--- src/rtl/imm_decode_stage.sv ---
// Purpose: decode RISC-V immediates and buffer {inst, pc, imm, fmt, target, illegal} in a small FIFO.
// Latency: one cycle from input accept to valid_o.
// Backpressure: ready_o = (count < DEPTH) from registered state only; the head holds while !ready_i.
//
// Ports:
//   clk, rst            - clock; synchronous active-high reset
//   flush_i             - drop every buffered entry plus any same-cycle input
//   valid_i / ready_o   - upstream handshake with inst_i and pc_i
//   valid_o / ready_i   - downstream handshake with the head entry
//   inst_o, pc_o        - buffered instruction and PC
//   imme_o, fmt_o       - decoded immediate and format code
//   target_o            - pc_o + imme_o
//   illegal_o           - immediate field not legal for DATA_WIDTH

// Purpose: generic circular FIFO with synchronous reset and flush.
// Latency: a push is visible at the head on the next cycle.
// Backpressure: o_push_rdy is low while full. o_pop_dat reads zero while empty.
module imm_fifo #(
  parameter int WIDTH = 8,
  parameter int DEPTH = 2
) (
  input  logic             clk,
  input  logic             rst,
  input  logic             i_flush,
  input  logic             i_push_vld,
  output logic             o_push_rdy,
  input  logic [WIDTH-1:0] i_push_dat,
  output logic             o_pop_vld,
  input  logic             i_pop_rdy,
  output logic [WIDTH-1:0] o_pop_dat
);

  localparam int PTR_W = (DEPTH > 1) ? $clog2(DEPTH) : 1;
  localparam int CNT_W = $clog2(DEPTH + 1);

  logic [WIDTH-1:0] r_mem [DEPTH];
  logic [PTR_W-1:0] r_wr_ptr;
  logic [PTR_W-1:0] r_rd_ptr;
  logic [CNT_W-1:0] r_count;

  logic w_push;
  logic w_pop;

  assign o_push_rdy = (r_count < CNT_W'(DEPTH));
  assign o_pop_vld  = (r_count != '0);
  assign w_push     = i_push_vld && o_push_rdy;
  assign w_pop      = o_pop_vld && i_pop_rdy;

  // Mask the head with the valid flag so an empty buffer reads as all zeros.
  assign o_pop_dat  = o_pop_vld ? r_mem[r_rd_ptr] : '0;

  function automatic logic [PTR_W-1:0] ptr_inc(input logic [PTR_W-1:0] p);
    if (p == PTR_W'(DEPTH - 1)) begin
      ptr_inc = '0;
    end else begin
      ptr_inc = p + PTR_W'(1);
    end
  endfunction

  // The write slot is never the head slot while entries are present,
  // so a write during a stall does not disturb the outputs.
  always_ff @(posedge clk) begin
    if (w_push) begin
      r_mem[r_wr_ptr] <= i_push_dat;
    end
  end

  always_ff @(posedge clk) begin
    if (rst || i_flush) begin
      r_wr_ptr <= '0;
      r_rd_ptr <= '0;
      r_count  <= '0;
    end else begin
      if (w_push) begin
        r_wr_ptr <= ptr_inc(r_wr_ptr);
      end
      if (w_pop) begin
        r_rd_ptr <= ptr_inc(r_rd_ptr);
      end
      case ({w_push, w_pop})
        2'b10:   r_count <= r_count + CNT_W'(1);
        2'b01:   r_count <= r_count - CNT_W'(1);
        default: r_count <= r_count;
      endcase
    end
  end

endmodule

module imm_decode_stage #(
  parameter int DATA_WIDTH = 64,
  parameter int DEPTH      = 2
) (
  input  logic                  clk,
  input  logic                  rst,
  input  logic                  flush_i,
  input  logic                  valid_i,
  output logic                  ready_o,
  input  logic [31:0]           inst_i,
  input  logic [DATA_WIDTH-1:0] pc_i,
  output logic                  valid_o,
  input  logic                  ready_i,
  output logic [31:0]           inst_o,
  output logic [DATA_WIDTH-1:0] pc_o,
  output logic [DATA_WIDTH-1:0] imme_o,
  output logic [2:0]            fmt_o,
  output logic [DATA_WIDTH-1:0] target_o,
  output logic                  illegal_o
);

  if (DATA_WIDTH != 32 && DATA_WIDTH != 64) begin : g_bad_width
    $error("imm_decode_stage: DATA_WIDTH must be 32 or 64");
  end
  if (DEPTH < 1 || DEPTH > 8) begin : g_bad_depth
    $error("imm_decode_stage: DEPTH must be in 1..8");
  end

  localparam logic [2:0] FMT_NONE  = 3'd0;
  localparam logic [2:0] FMT_I     = 3'd1;
  localparam logic [2:0] FMT_S     = 3'd2;
  localparam logic [2:0] FMT_B     = 3'd3;
  localparam logic [2:0] FMT_U     = 3'd4;
  localparam logic [2:0] FMT_J     = 3'd5;
  localparam logic [2:0] FMT_SHAMT = 3'd6;
  localparam logic [2:0] FMT_CSR   = 3'd7;

  typedef struct packed {
    logic [31:0]           inst;
    logic [DATA_WIDTH-1:0] pc;
    logic [DATA_WIDTH-1:0] imm;
    logic [2:0]            fmt;
    logic [DATA_WIDTH-1:0] target;
    logic                  illegal;
  } entry_t;

  logic [6:0]            w_opcode;
  logic [2:0]            w_funct3;
  logic                  w_shift_f3;
  logic [63:0]           w_imm64;
  logic [2:0]            w_fmt;
  logic                  w_illegal;
  logic [DATA_WIDTH-1:0] w_imm;
  entry_t                w_push_ent;
  entry_t                w_head_ent;

  assign w_opcode   = inst_i[6:0];
  assign w_funct3   = inst_i[14:12];
  assign w_shift_f3 = (w_funct3 == 3'b001) || (w_funct3 == 3'b101);

  // Every immediate is formed at 64 bits and truncated afterwards, so the
  // sign extension is written once for both datapath widths.
  always_comb begin
    w_imm64   = '0;
    w_fmt     = FMT_NONE;
    w_illegal = 1'b0;
    case (w_opcode)
      7'h13: begin
        if (w_shift_f3) begin
          w_fmt = FMT_SHAMT;
          if (DATA_WIDTH == 64) begin
            w_imm64 = {58'b0, inst_i[25:20]};
          end else begin
            w_imm64   = {59'b0, inst_i[24:20]};
            w_illegal = inst_i[25];
          end
        end else begin
          w_fmt   = FMT_I;
          w_imm64 = {{52{inst_i[31]}}, inst_i[31:20]};
        end
      end
      7'h1b: begin
        // Word ops only exist on RV64, so the whole opcode is illegal at 32 bits.
        if (w_shift_f3) begin
          w_fmt     = FMT_SHAMT;
          w_imm64   = {59'b0, inst_i[24:20]};
          w_illegal = inst_i[25];
        end else begin
          w_fmt   = FMT_I;
          w_imm64 = {{52{inst_i[31]}}, inst_i[31:20]};
        end
        if (DATA_WIDTH == 32) begin
          w_illegal = 1'b1;
        end
      end
      7'h03, 7'h67: begin
        w_fmt   = FMT_I;
        w_imm64 = {{52{inst_i[31]}}, inst_i[31:20]};
      end
      7'h23: begin
        w_fmt   = FMT_S;
        w_imm64 = {{52{inst_i[31]}}, inst_i[31:25], inst_i[11:7]};
      end
      7'h63: begin
        w_fmt   = FMT_B;
        w_imm64 = {{51{inst_i[31]}}, inst_i[31], inst_i[7], inst_i[30:25],
                   inst_i[11:8], 1'b0};
      end
      7'h6f: begin
        w_fmt   = FMT_J;
        w_imm64 = {{43{inst_i[31]}}, inst_i[31], inst_i[19:12], inst_i[20],
                   inst_i[30:21], 1'b0};
      end
      7'h37, 7'h17: begin
        w_fmt   = FMT_U;
        w_imm64 = {{32{inst_i[31]}}, inst_i[31:12], 12'b0};
      end
      7'h73: begin
        case (w_funct3)
          3'b001, 3'b010, 3'b011: begin
            w_fmt   = FMT_CSR;
            w_imm64 = {52'b0, inst_i[31:20]};
          end
          3'b101, 3'b110, 3'b111: begin
            w_fmt   = FMT_CSR;
            w_imm64 = {59'b0, inst_i[19:15]};
          end
          default: begin
            w_fmt   = FMT_NONE;
            w_imm64 = '0;
          end
        endcase
      end
      default: begin
        w_fmt     = FMT_NONE;
        w_imm64   = '0;
        w_illegal = 1'b0;
      end
    endcase
  end

  assign w_imm = w_imm64[DATA_WIDTH-1:0];

  always_comb begin
    w_push_ent         = '0;
    w_push_ent.inst    = inst_i;
    w_push_ent.pc      = pc_i;
    w_push_ent.imm     = w_imm;
    w_push_ent.fmt     = w_fmt;
    w_push_ent.target  = pc_i + w_imm;
    w_push_ent.illegal = w_illegal;
  end

  // Flush and reset both clear the buffer pointers in the FIFO, and they also
  // block the same-cycle push, so a dropped input never reaches the head.
  imm_fifo #(
    .WIDTH ($bits(entry_t)),
    .DEPTH (DEPTH)
  ) u_buf (
    .clk        (clk),
    .rst        (rst),
    .i_flush    (flush_i),
    .i_push_vld (valid_i),
    .o_push_rdy (ready_o),
    .i_push_dat (w_push_ent),
    .o_pop_vld  (valid_o),
    .i_pop_rdy  (ready_i),
    .o_pop_dat  (w_head_ent)
  );

  assign inst_o    = w_head_ent.inst;
  assign pc_o      = w_head_ent.pc;
  assign imme_o    = w_head_ent.imm;
  assign fmt_o     = w_head_ent.fmt;
  assign target_o  = w_head_ent.target;
  assign illegal_o = w_head_ent.illegal;

endmodule
--- config.mk ---
export PLATFORM = sky130hd
export DESIGN_NAME = imm_decode_stage
export DESIGN_NICKNAME = d
export VERILOG_FILES = /design/src/rtl/imm_decode_stage.sv
export SDC_FILE = /design/constraint.sdc
export NUM_CORES = 1
export LEC_CHECK = 0
export BUFFER_PORTS_ARGS = -buffer_cell sky130_fd_sc_hd__buf_4
export CAP_MARGIN = 20
export CORE_ASPECT_RATIO = 0.8
export CORE_MARGIN = 8
export CORE_UTILIZATION = 25
export DETAILED_ROUTE_END_ITERATION = 7
export PLACE_DENSITY = 0.41
export SKIP_CTS_REPAIR_TIMING = 1
export SLEW_MARGIN = 20
export SYNTH_ARGS = -nofsm -noshare
export SYNTH_HDL_FRONTEND = slang
export SYNTH_HIERARCHICAL = 1
export SYNTH_SLANG_ARGS = --single-unit
--- constraint.sdc ---
create_clock -name clk -period 16.19 [get_ports clk]
set_input_delay 1.619 -clock clk [delete_from_list [all_inputs] [get_ports clk]]
set_output_delay 1.619 -clock clk [all_outputs]
set_load 0.03 [all_outputs]
# Yosys cells after proc, flatten, opt, wreduce, memory -nomap -nowiden
# Memories as Yosys holds them, arrays and structs flattened. A register that Yosys moved wholly into a read port is not among the register bits.
# Cells that the tools add are included.
[classes] add_sub_neg=5 magnitude_cmp=1 muxes=17 n_reduce_logical=12 eq_ne=18
[op_table] op="one-hot mux 64 bit (8 select lines)" count=1
[op_table] op="two-way mux 228 bit" count=1
[op_table] op="two-way mux 64 bit" count=2
[op_table] op="adder 64 bit" count=1
[op_table] op="equality test 7 bit, second input constant" count=4
[op_table] op="one-hot mux 12 bit (2 select lines)" count=1
[op_table] op="equality test 7 x 5 -> 1 bit, second input constant" count=3
[op_table] op="one-hot mux 3 bit (7 select lines)" count=1
[op_table] op="equality test 7 x 6 -> 1 bit, second input constant" count=2
[op_table] op="equality test 3 bit, second input constant" count=3
[op_table] op="two-way mux 1 bit" count=8
[op_table] op="equality test 7 x 2 -> 1 bit, second input constant" count=1
[op_table] op="equality test 3 x 2 -> 1 bit, second input constant" count=2
[op_table] op="two-way mux 3 bit" count=2
[op_table] op="OR reduction 2 bit" count=3
[op_table] op="OR reduction 3 bit" count=2
[op_table] op="OR reduction 6 bit" count=1
[op_table] op="one-hot mux 2 bit (2 select lines)" count=1
[op_table] op="nonzero test 2 bit" count=2
[op_table] op="equality test 3 x 1 -> 1 bit, second input constant" count=1
[op_table] op="adder 1 bit, second input constant" count=2
[op_table] op="adder 2 x 1 -> 2 bit, second input constant" count=1
[op_table] op="equality test 2 x 1 -> 1 bit, second input constant" count=1
[op_table] op="equality test 2 bit, second input constant" count=1
[op_table] op="4 further kinds" count=6
[word_totals] ram_bits=456 output_inout_bits=230 regBits=4 wordCells=57 in_bits=101 n_memories=1
[mem_list] name="u_buf.r_mem" depth=2 word_bits=228 read_ports=1 rd_ports_with_merged_regs=1 write_ports=1 line_no="36" text="logic [WIDTH-1:0] r_mem [DEPTH];"

# Depth between registers and ports, before layout
# Gate-level depths: netlist of run 1.
[logic_depth] ltp_word=5 ltp_mapped=21

# Cells and area by module
# Netlist of run 1, hierarchy kept.
[by_module_without_submodules] module="imm_fifo" n_inst=1 area_each_um2=17362.9 seq_area_each_um2=13793.2 cells_each=988
[by_module_without_submodules] module="imm_decode_stage" n_inst=1 area_each_um2=4375.4 seq_area_each_um2=0.0 cells_each=640

# Worst setup path after synthesis of run 1
# OpenSTA, ideal clock, no wires.
[synth_path] path_type="input -> register" from="in valid_i" to="mem u_buf/r_mem[0][0] (netlist name) (enable)" path_stages=2 path_slack_ps=4200 path_buffers=0 t_arrival_ps=11170 cell_sequence="nand2b_1 -> nor2_1"
[synth_between] elab_chain_cells=3
[synth_rtl] item="start, declared" line_no="97" text="input logic valid_i,"
[synth_rtl] item="logical AND 1 bit" line_no="46" text="assign w_push = i_push_vld && o_push_rdy;"
[synth_rtl] item="two-way mux 1 bit" line_no="63" text="if (w_push) begin"
[synth_rtl] item="two-way mux 1 bit (not written as such)" line_no="64" text="r_mem[r_wr_ptr] <= i_push_dat;"
[synth_rtl] item="end, declared" line_no="36"
# No other way between the ends.

==> run metrics, run 1 <==
total power 2.897 mW; Final nets 2113; Cell Rows 96; final setup TNS 0 ns; CTS buffer count 51; final setup fails 0; CP top delay family compound AO/OA/AOI/OAI gates; Final GP Congestion 0.8256; first drt pass iteration count 6; Hold Path End u_buf/r_rd_ptr; clk_skew 0.02205 ns; total gr overflow 0; Worst setup EP type register; clk_lat worst skew 0.60 ns; fmax 164.9 MHz; critical path class primary input to register; Worst Reg2Reg Path Length in Cells 4; post-synthesis xor/xnor area fraction 2.659%; RSZ-0062 raised after global routing no; Worst VDD drop 0.07310 mV; initial antenna violation count 2; clk slew on worst S/H paths 0.06 ns; minimum clock period 6.064 ns; period utilization 37.45%; flop2flop setup slack 12.66 ns; Worst R2R Start u_buf/r_count[1]; share of layout cells above drive strength 1 22.70%; largest family of logic cells by synthesized area multiplexers; root buf cell clkbuf_16; Global Route met3 Usage 2.292%; critical-path cell list buf_4, nand2b_1, or2_2, nor3_1, a21oi_1, a21boi_2, a21o_4, ha_1, a21o_1, a311oi_1, o31ai_1, a21oi_2, o211a_1, a211o_1, or4b_4, a31o_1, a21oi_2, xnor2_1; #FFs+latches synth 461; Post-synth ARST share 0%; Final Routed Wirelength 67850 microns; CP max stage delay 0.59 ns; # DRC 0; warnings from Yosys 6; DIE AREA 96700 sq um; first-pass GRT wire length 98860 microns; EDFF count, synth 456; mux cell area share after synthesis 10.50%; CTS tree built; Hold Fails Final Rpt 0; Bufs on Longest Clock Path 3; worst min-delay path category register to register; H-Tree Depth 2; post-DR vias/cell 4.601; IO buf count 330; Slew @ Worst Pin 1.061 ns; Netlist cell types 68; HPWL Detailed 48340 microns; Post-Synth Adder-Cell Area 3.776%; vias in the first global route 14560; DIE HEIGHT 279.7 microns; Hold WS 0.5714 ns; worst hold start u_buf/r_rd_ptr; Layout area overhead 24.04%; Synthesized Nets 1794; Top cell by count, worst path a21oi_2; initial core utilization 25.28%; GRT Max-Usage Layer met2; Compound-Gate Fraction of Synth Area 8.611%; Global Route met1 Usage 19.13%; Mapped Cells 1628; WHS Path Cells 2; RR Endpoint u_buf/r_mem[1][94]; Post-Place Cell Area 25360 sq um; Setup crit start kind primary input; Max Cap Viol 0; WP buf/inv 1; Synth Cell Area 21740 sq um; crit path DAT 6.41 ns; pwr dens 107.4 nW/um^2; post-route ant nets 0; Die X 345.7 microns; largest net degree at the start of global routing 138; GRT Overall Usage 13.37%; Critical Path RT 16.53 ns; Setup WS post-layout 10.13 ns; outcome completed; met2 Use GR 20.97%; Avg Synthesized Cell Area 13.35 sq um; Final Slew Violations 0; Sink Count 461; first-iteration detailed-routing DRC count 869; Setup WS pre-CTS 9.517 ns; vias 14340; final instance area 26960 sq um; Main synth FF type edfxtp_1; CORE AREA 86000 sq um; Routed wire per std cell 21.77 microns; sequential cell area fraction in the yosys report 63.45%; Slowest cell on crit path a21boi_2; CP Max Fanout 37; slew margin rel. 29.25%; leakage 10.22 nW; Top Ports 331; simple-gate share of the synthesized area 8.541%
metrics by stage:
stage / utilization [%] / instances
after global placement: 29.48 / 3021
after CTS: 31.35 / 3114
after floorplan: - / 1628
final: 31.35 / 3116
after detailed placement: 29.49 / 3021
after global routing: 31.35 / 3115
cell usage after synthesis, types with 9 or more instances:
master    count  area [sq um]
clkbuf_1     25         93.84
mux2i_1     228          2282
o21ai_0      39         195.2
inv_1        27         101.4
edfxtp_1    456         13690
buf_2        29         145.1
xnor2_1      40         350.3
nand4_1      12         75.07
buf_4        23         172.7
and2_1       13         81.33
nor2_1      276          1036
a31oi_1      11         68.82
nand3_1      11         55.05
a21o_1       64         480.5
o21bai_1     16         120.1
xor2_1       26         227.7
a21oi_1      74         370.4
nor3_1       17         85.08
nand2_1      49         183.9
ha_1         64         800.8
nand2b_1      9         56.30
cells in the final DEF (no fill, tap or decap), drive strengths merged, types with 7 or more instances in the layout:
cell    count
ha         64
and3        8
nand3      11
a21o       64
nand2      49
nor3       17
nor4        7
buf       345
clkinv     25
nand2b      9
a31oi      11
and2       13
nor2      276
inv        30
nor2b       8
a21oi      80
o21bai     16
clkbuf     59
mux2i     228
edfxtp    456
xor2       26
nand4      12
o21ai      44
xnor2      40
layout make-up:
type / count / area (sq um)
flip-flops and latches: 461 / 13800
clock buffers: 59 / 1328
inverters: 27 / 101.3
diodes: 2 / 5.005
clock inverters: 34 / 270.3
multi-input cells: 1061 / 7451
repair buffers: 345 / 2603
well taps: 1127 / 1410
fillers: 8707 / 59040
where the power goes:
group	internal [mW]	leakage, nW	total (mW)	switching [mW]
registers	1.38	4.45	1.40	0.0141
logic	0.122	4.99	0.381	0.259
clock network	0.636	0.776	1.12	0.483
total	2.14	10.2	2.90	0.756
worst register-to-register path: stages, from the launching register on:
cell     delay [ns]
dfxtp_1        0.37
inv_1          0.10
and3_4         0.74
buf_4          0.94
buf_4          0.94
cells by family after synthesis:
logic type | count (synthesis)
XOR/XNOR | 66
adder cells (fa/ha/maj) | 65
multiplexers | 228
AND/OR/NAND/NOR | 428
flip-flops | 461
buffers and inverters | 106
AO/OA/AOI/OAI | 274
registers in the layout, summed over array words and instances (netlist names), named ones only:
signal,cells
u_buf/r_wr_ptr,1
u_buf/r_rd_ptr,1
u_buf/r_mem,456
u_buf/r_count,2
how the worst max path moves through the flow:
stage	to	depth (start not counted)	startpoint	slack (ns)
3_5_place_dp	u_buf/r_mem[0][57]	18	inst_i[6]	9.52
4_1_cts	u_buf/r_mem[0][57]	18	inst_i[6]	10.18
5_1_grt	u_buf/r_mem[0][57]	18	inst_i[6]	9.84
2_1_floorplan	u_buf/r_mem[0][0]	2	valid_i	4.20
6_report	u_buf/r_mem[0][57]	18	inst_i[6]	10.13
3_3_place_gp	u_buf/r_mem[0][57]	18	inst_i[6]	9.28
per-layer routing:
metal	routed length, microns	vias to the layer above	share of wire [%]
met4	1208	0	1.8
met2	30730	366	45
met5	0	-	0
met1	32910	7153	49
li1	-	6744	-
met3	3002	75	4.4
Note: power is estimated with default switching activity, not from simulation.
==> run 2: changes to the inputs <==
--- a/config.mk
+++ b/config.mk
@@ -11,7 +11,7 @@
 export CORE_MARGIN = 8
 export CORE_UTILIZATION = 25
 export DETAILED_ROUTE_END_ITERATION = 7
-export PLACE_DENSITY = 0.41
+export PLACE_DENSITY = 0.42
 export SKIP_CTS_REPAIR_TIMING = 1
 export SLEW_MARGIN = 20
 export SYNTH_ARGS = -nofsm -noshare
==> constraint.sdc (replaced) <==
create_clock -name clk -period 5.3 [get_ports clk]
set_input_delay 0.53 -clock clk [delete_from_list [all_inputs] [get_ports clk]]
set_output_delay 0.53 -clock clk [all_outputs]
set_load 0.03 [all_outputs]
==> run metrics, run 2 (same netlist as run 1, synthesis figures left out) <==
Critical Path RT 5.65 ns (-10.88 ns); CTS tree built; clk_skew 0.02754 ns (+0.005490 ns); Final GP Congestion 0.8687 (+5.2%); Hold WS 0.1097 ns (-0.4617 ns); flop2flop setup slack 3.06 ns (-9.60 ns); DP Cell Count 3056 (+1.2%); critical-path cell list buf_4, nand2b_1, or2_2, nor3_1, a21oi_1, o21ai_0, or2_2, a21oi_1, nor3_1, ha_1, o21a_1, o211ai_1, a41oi_1, o2111ai_1, a21oi_2, a31oi_1, o31a_1, o21ai_2, a41o_1, xnor2_1; Setup WS pre-CTS -0.06733 ns (-9.585 ns); # DRC 0 (unchanged); RR Endpoint u_buf/r_mem[1][42]; Worst setup EP type register; fmax 211.0 MHz; pwr dens 332.7 nW/um^2 (+210%); CP Max Fanout 8 (-78%); initial antenna violation count 1 (-1); clk_lat worst skew 0.61 ns (about the same); WHS Path Cells 2 (unchanged); Hold Fails Final Rpt 0 (unchanged); Reg with most FFs u_buf/r_mem; vias in the first global route 14800 (+1.7%); GRT Overall Usage 13.21% (-0.16 points); DIE AREA 96700 sq um (unchanged); slew margin rel. 29.97% (+0.72 points); CORE AREA 86000 sq um (unchanged); final setup TNS 0 ns (unchanged); share of layout cells above drive strength 1 24.25% (+1.6 points); initial core utilization 25.28% (unchanged); Cell Rows 96 (unchanged); DIE HEIGHT 279.7 microns (unchanged); post-DR vias/cell 4.571 (-0.66%); CTS buffer count 54 (+5.9%); wire length on met2 30240 microns (-1.6%); final instance area 27510 sq um (+2.0%); Setup crit start kind primary input; crit path DAT 5.09 ns (-1.32 ns); HPWL Detailed 47660 microns (-1.4%); Worst Reg2Reg Path Length in Cells 3 (-1); leakage 10.51 nW (+2.8%); RSZ-0062 raised after global routing no; CP Launch Point inst_i[6]; most common cell after layout, fill and taps aside edfxtp_1; minimum clock period 4.740 ns; Final Routed Wirelength 67160 microns (-1.0%); vias 14430 (+0.65%); worst min-delay path category primary input to register; area occupied by multi-input gates 7443 sq um (-0.10%); Sink Count 461 (unchanged); Largest register FFs 456 (unchanged); Slew @ Worst Pin 1.051 ns (-0.01073 ns); Bufs on Longest Clock Path 3 (unchanged); clk slew on worst S/H paths 0.06 ns (about the same); total gr overflow 0 (unchanged); Top Ports 331 (unchanged); H-Tree Depth 2 (unchanged); Final Slew Violations 0 (unchanged); first-iteration detailed-routing DRC count 779 (-10%); post-route insts no fill 3157 (+1.3%); Max Cap Viol 0 (unchanged); Die X 345.7 microns (unchanged); met3 WL 3425 microns (+14%); Top Layer Used met5; register area 13800 sq um (unchanged); Final nets 2151 (+1.8%); worst hold start rst; final setup fails 0 (unchanged); Slowest cell on crit path a41oi_1; Layout area overhead 26.53%; Worst R2R Start u_buf/r_count[1]; largest net degree at the start of global routing 145 (+5.1%); CP max stage delay 0.46 ns (-0.13 ns); commonest non-fill, non-tap cells in the layout edfxtp_1 (456), buf_4 (370), nor2_1 (274), mux2i_1 (228), a21oi_1 (74); biggest registers after layout u_buf/r_mem x456, u_buf/r_count x2; outcome completed; Routed wire per std cell 21.27 microns (-2.3%); Setup WS post-layout 0.5601 ns (-9.566 ns); period utilization 89.43%; post-route ant nets 0 (unchanged); critical path class primary input to register; root buf cell clkbuf_16; met1 WL 32410 microns (-1.5%); Filler Cell Count 8643 (-0.74%); first-pass GRT wire length 97920 microns (-0.95%); Worst VDD drop 0.1934 mV (+160%); IO buf count 330 (unchanged); first drt pass iteration count 6 (unchanged); Post-Place Cell Area 25730 sq um (+1.5%)
[run 2: per-stage QoR]
step | total power, mW | utilization, %
2_1_floorplan | 5.040 | -
4_1_cts | 9.321 | 31.98
3_5_place_dp | 5.547 | 29.92
5_1_grt | 9.535 | 31.98
6_report | 9.152 | 31.98
3_3_place_gp | 5.541 | 29.92
[run 2: final cells by class]
type / instances / area share, %
Antenna cell: 1 / 0.009098
Clock buffer: 66 / 5.154
Clock inverter: 34 / 1.296
Inverter: 27 / 0.3684
Multi-Input combinational cell: 1061 / 27.06
Sequential cell: 461 / 50.16
Tap cell: 1127 / 5.126
Timing Repair Buffer: 380 / 10.83
[run 2: report_power, final]
group / switching [mW] / total, mW / internal [mW]
clock network: 1.51 / 3.70 / 2.20
registers: 0.0428 / 4.27 / 4.22
logic: 0.788 / 1.18 / 0.392
[run 2: worst max-delay path, delay by kind of cell]
family / cells / cell delay, ns
buffers and inverters: 1 / 0.15
adders and majority gates: 1 / 0.32
xor gates and xnor gates: 1 / 0.07
and+or+nand+nor: 5 / 1.39
AOI/OAI and AO/OA: 12 / 2.61
[run 2: worst max-delay path by stage]
stage,end,slack [ns],cells after the start
floorplan,u_buf/r_mem[0][57],0.11,18
finish,u_buf/r_mem[1][64],0.56,20
CTS,u_buf/r_mem[1][62],0.60,22
detailed placement,u_buf/r_mem[1][62],-0.07,22
global placement,u_buf/r_mem[0][62],-0.02,22
global route,u_buf/r_mem[1][62],0.32,22
[run 2: layer usage]
layer | vias to the layer above | track usage [%]
li1 | 6835 | -
met1 | 7159 | 18.63
met2 | 362 | 20.90
met3 | 73 | 2.703
met4 | 2 | 2.927
met5 | - | 0
==> run 3: changes to the inputs <==
--- a/config.mk
+++ b/config.mk
@@ -8,10 +8,10 @@
 export BUFFER_PORTS_ARGS = -buffer_cell sky130_fd_sc_hd__buf_4
 export CAP_MARGIN = 20
 export CORE_ASPECT_RATIO = 0.8
-export CORE_MARGIN = 8
-export CORE_UTILIZATION = 25
+export CORE_MARGIN = 2
+export CORE_UTILIZATION = 45
 export DETAILED_ROUTE_END_ITERATION = 7
-export PLACE_DENSITY = 0.42
+export PLACE_DENSITY = 0.67
 export SKIP_CTS_REPAIR_TIMING = 1
 export SLEW_MARGIN = 20
 export SYNTH_ARGS = -nofsm -noshare
==> run metrics, run 3 (same netlist as run 1, synthesis figures left out) <==
H-Tree Depth 2 (unchanged); Worst setup EP type register; sequential power share 49.6% (+3.0 points); Hold WS 0.1444 ns (+0.03467 ns); GRT Overall Usage 21.65% (+8.4 points); Final GP Congestion 0.9387 (+8.1%); HPWL Detailed 38600 microns (-19%); met3 WL 3690 microns (+7.7%); vias in the first global route 13780 (-6.9%); most common cell after layout, fill and taps aside edfxtp_1; # DRC 0 (unchanged); Reg with most FFs u_buf/r_mem; crit path DAT 5.06 ns (-0.03 ns); Top Ports 331 (unchanged); Die X 249.7 microns (-28%); period utilization 89.52% (about the same); DIE HEIGHT 200.6 microns (-28%); Final nets 2113 (-1.8%); slew margin rel. 40.62% (+11 points); RSZ-0062 raised after global routing no; root buf cell clkbuf_16; final setup TNS 0 ns (unchanged); final setup fails 0 (unchanged); share of layout cells above drive strength 1 22.37% (-1.9 points); biggest registers after layout u_buf/r_mem x456, u_buf/r_count x2; CTS tree built; Max Cap Viol 0 (unchanged); Top Layer Used met4; Pint 6.432 mW (-5.6%); critical path class primary input to register; Slew @ Worst Pin 0.8814 ns (-0.1691 ns); DIE AREA 50090 sq um (-48%); IO buf count 330 (unchanged); clk slew on worst S/H paths 0.06 ns (about the same); DP Cell Count 2526 (-17%); met1 WL 26350 microns (-19%); clk_lat worst skew 0.58 ns (-0.03 ns); Final Routed Wirelength 55830 microns (-17%); first-pass GRT wire length 83100 microns (-15%); pwr dens 326.8 nW/um^2 (-1.8%); initial antenna violation count 0 (-1); total power 8.601 mW (-6.0%); largest net degree at the start of global routing 121 (-17%); post-route ant nets 0 (unchanged); worst min-delay path category primary input to register; Hold Fails Final Rpt 0 (unchanged); Routed wire per std cell 21.40 microns (+0.59%); Cell Rows 72 (-25%); vias 14370 (-0.42%); Layout area overhead 21.08%; commonest non-fill, non-tap cells in the layout edfxtp_1 (456), buf_4 (338), nor2_1 (274), mux2i_1 (228), a21oi_1 (74); CTS buffer count 48 (-11%); minimum clock period 4.744 ns (+0.004458 ns); Setup crit start kind primary input; post-route insts no fill 2609 (-17%); Sw Share 25.22% (-0.31 points); CORE AREA 48020 sq um (-44%); Worst VDD drop 0.2799 mV (+45%); Clock power frac 37.1% (-3.4 points); Filler Cell Count 3972 (-54%); outcome completed; initial core utilization 45.27% (+20 points); Slowest cell on crit path or4b_4; P_sw 2.169 mW (-7.2%); critical-path cell list buf_4, nand2_1, nor3_1, nand3_1, nor2_1, nor3_1, o21ai_0, a222oi_1, inv_1, fa_1, a211oi_2, o21ai_2, o211ai_2, nand3_1, a41oi_2, a211o_1, or4b_4, a31o_1, a21oi_2, xnor2_1; Bufs on Longest Clock Path 3 (unchanged); wire length on met2 24680 microns (-18%); CP Max Fanout 6 (-2); Critical Path RT 5.62 ns (-0.03 ns); Final Slew Violations 0 (unchanged); Sink Count 461 (unchanged); leakage 10.21 nW (-2.9%); combinational group share of total power 13.2% (+0.3 points); CP max stage delay 0.51 ns (+0.05 ns); Largest register FFs 456 (unchanged); fmax 210.8 MHz (about the same); total gr overflow 0 (unchanged); clk_skew 0.01371 ns (-0.01383 ns); post-DR vias/cell 5.508 (+21%); first-iteration detailed-routing DRC count 1217 (+56%); first drt pass iteration count 5 (-1); # diodes 0 (-1)
run 3: cell types whose count changed in the layout (fill, tap and decap cells not counted), sizes merged:
cell	change
diode	-1
bufinv	-3
clkbuf	-8
clkinv	-4
buf	-32
clkinvlp	-1
inv	-1
run 3: layout make-up:
type,instances,area [sq um],share of cell area (%)
timing repair buffer,348,2738,10.40
clock buffer,58,1260,4.787
multi-input combinational,1061,7437,28.25
inverter,27,101.3,0.3850
tap,629,787.0,2.990
clock inverter,25,201.4,0.7653
sequential,461,13800,52.42
run 3: stage by stage:
step | worst slack, ns | area (sq um) | util [%]
6_report | 0.5556 | 26320 | 54.82
5_1_grt | 0.2376 | 26320 | 54.82
4_1_cts | 0.6962 | 26320 | 54.82
3_5_place_dp | 0.06014 | 24860 | 51.77
3_3_place_gp | 0.1394 | 24860 | 51.77
2_1_floorplan | 0.1058 | 21750 | -
run 3: metal layers:
metal  track usage (%)  vias to the layer above
li1                  -                     6723
met1             32.68                     7054
met2             32.25                      518
met3             4.072                       76
met4             5.465                        0
met5                 0                        -
run 3: worst paths after layout:
path | from | end | slack [ns] | cells after the start
worst max-delay path | inst_i[1] | u_buf/r_mem[1][57] | 0.56 | 20
worst min-delay path | rst | u_buf/r_count[1] | 0.14 | 2
worst max register to register | u_buf/r_count[1] | u_buf/r_mem[0][46] | 3.43 | 3
worst min register to register | u_buf/r_rd_ptr | u_buf/r_rd_ptr | 0.58 | 2
run 3: worst max-delay path: cells and delay by family:
kind | cells | cell delay (ns)
AO/OA/AOI/OAI | 9 | 2.18
XOR/XNOR | 1 | 0.09
adder cells (fa/ha/maj) | 1 | 0.49
buffers and inverters | 2 | 0.27
AND/OR/NAND/NOR | 7 | 1.48
run 3: power by group through the flow:
stage | Sequential, mW | Clock, mW | Combinational [mW]
5_1_grt | 4.28 | 3.42 | 1.22
3_5_place_dp | 4.35 | 0 | 1.14
3_3_place_gp | 4.34 | 0 | 1.13
6_report | 4.27 | 3.19 | 1.14
4_1_cts | 4.27 | 3.28 | 1.14
2_1_floorplan | 4.35 | 0 | 0.694
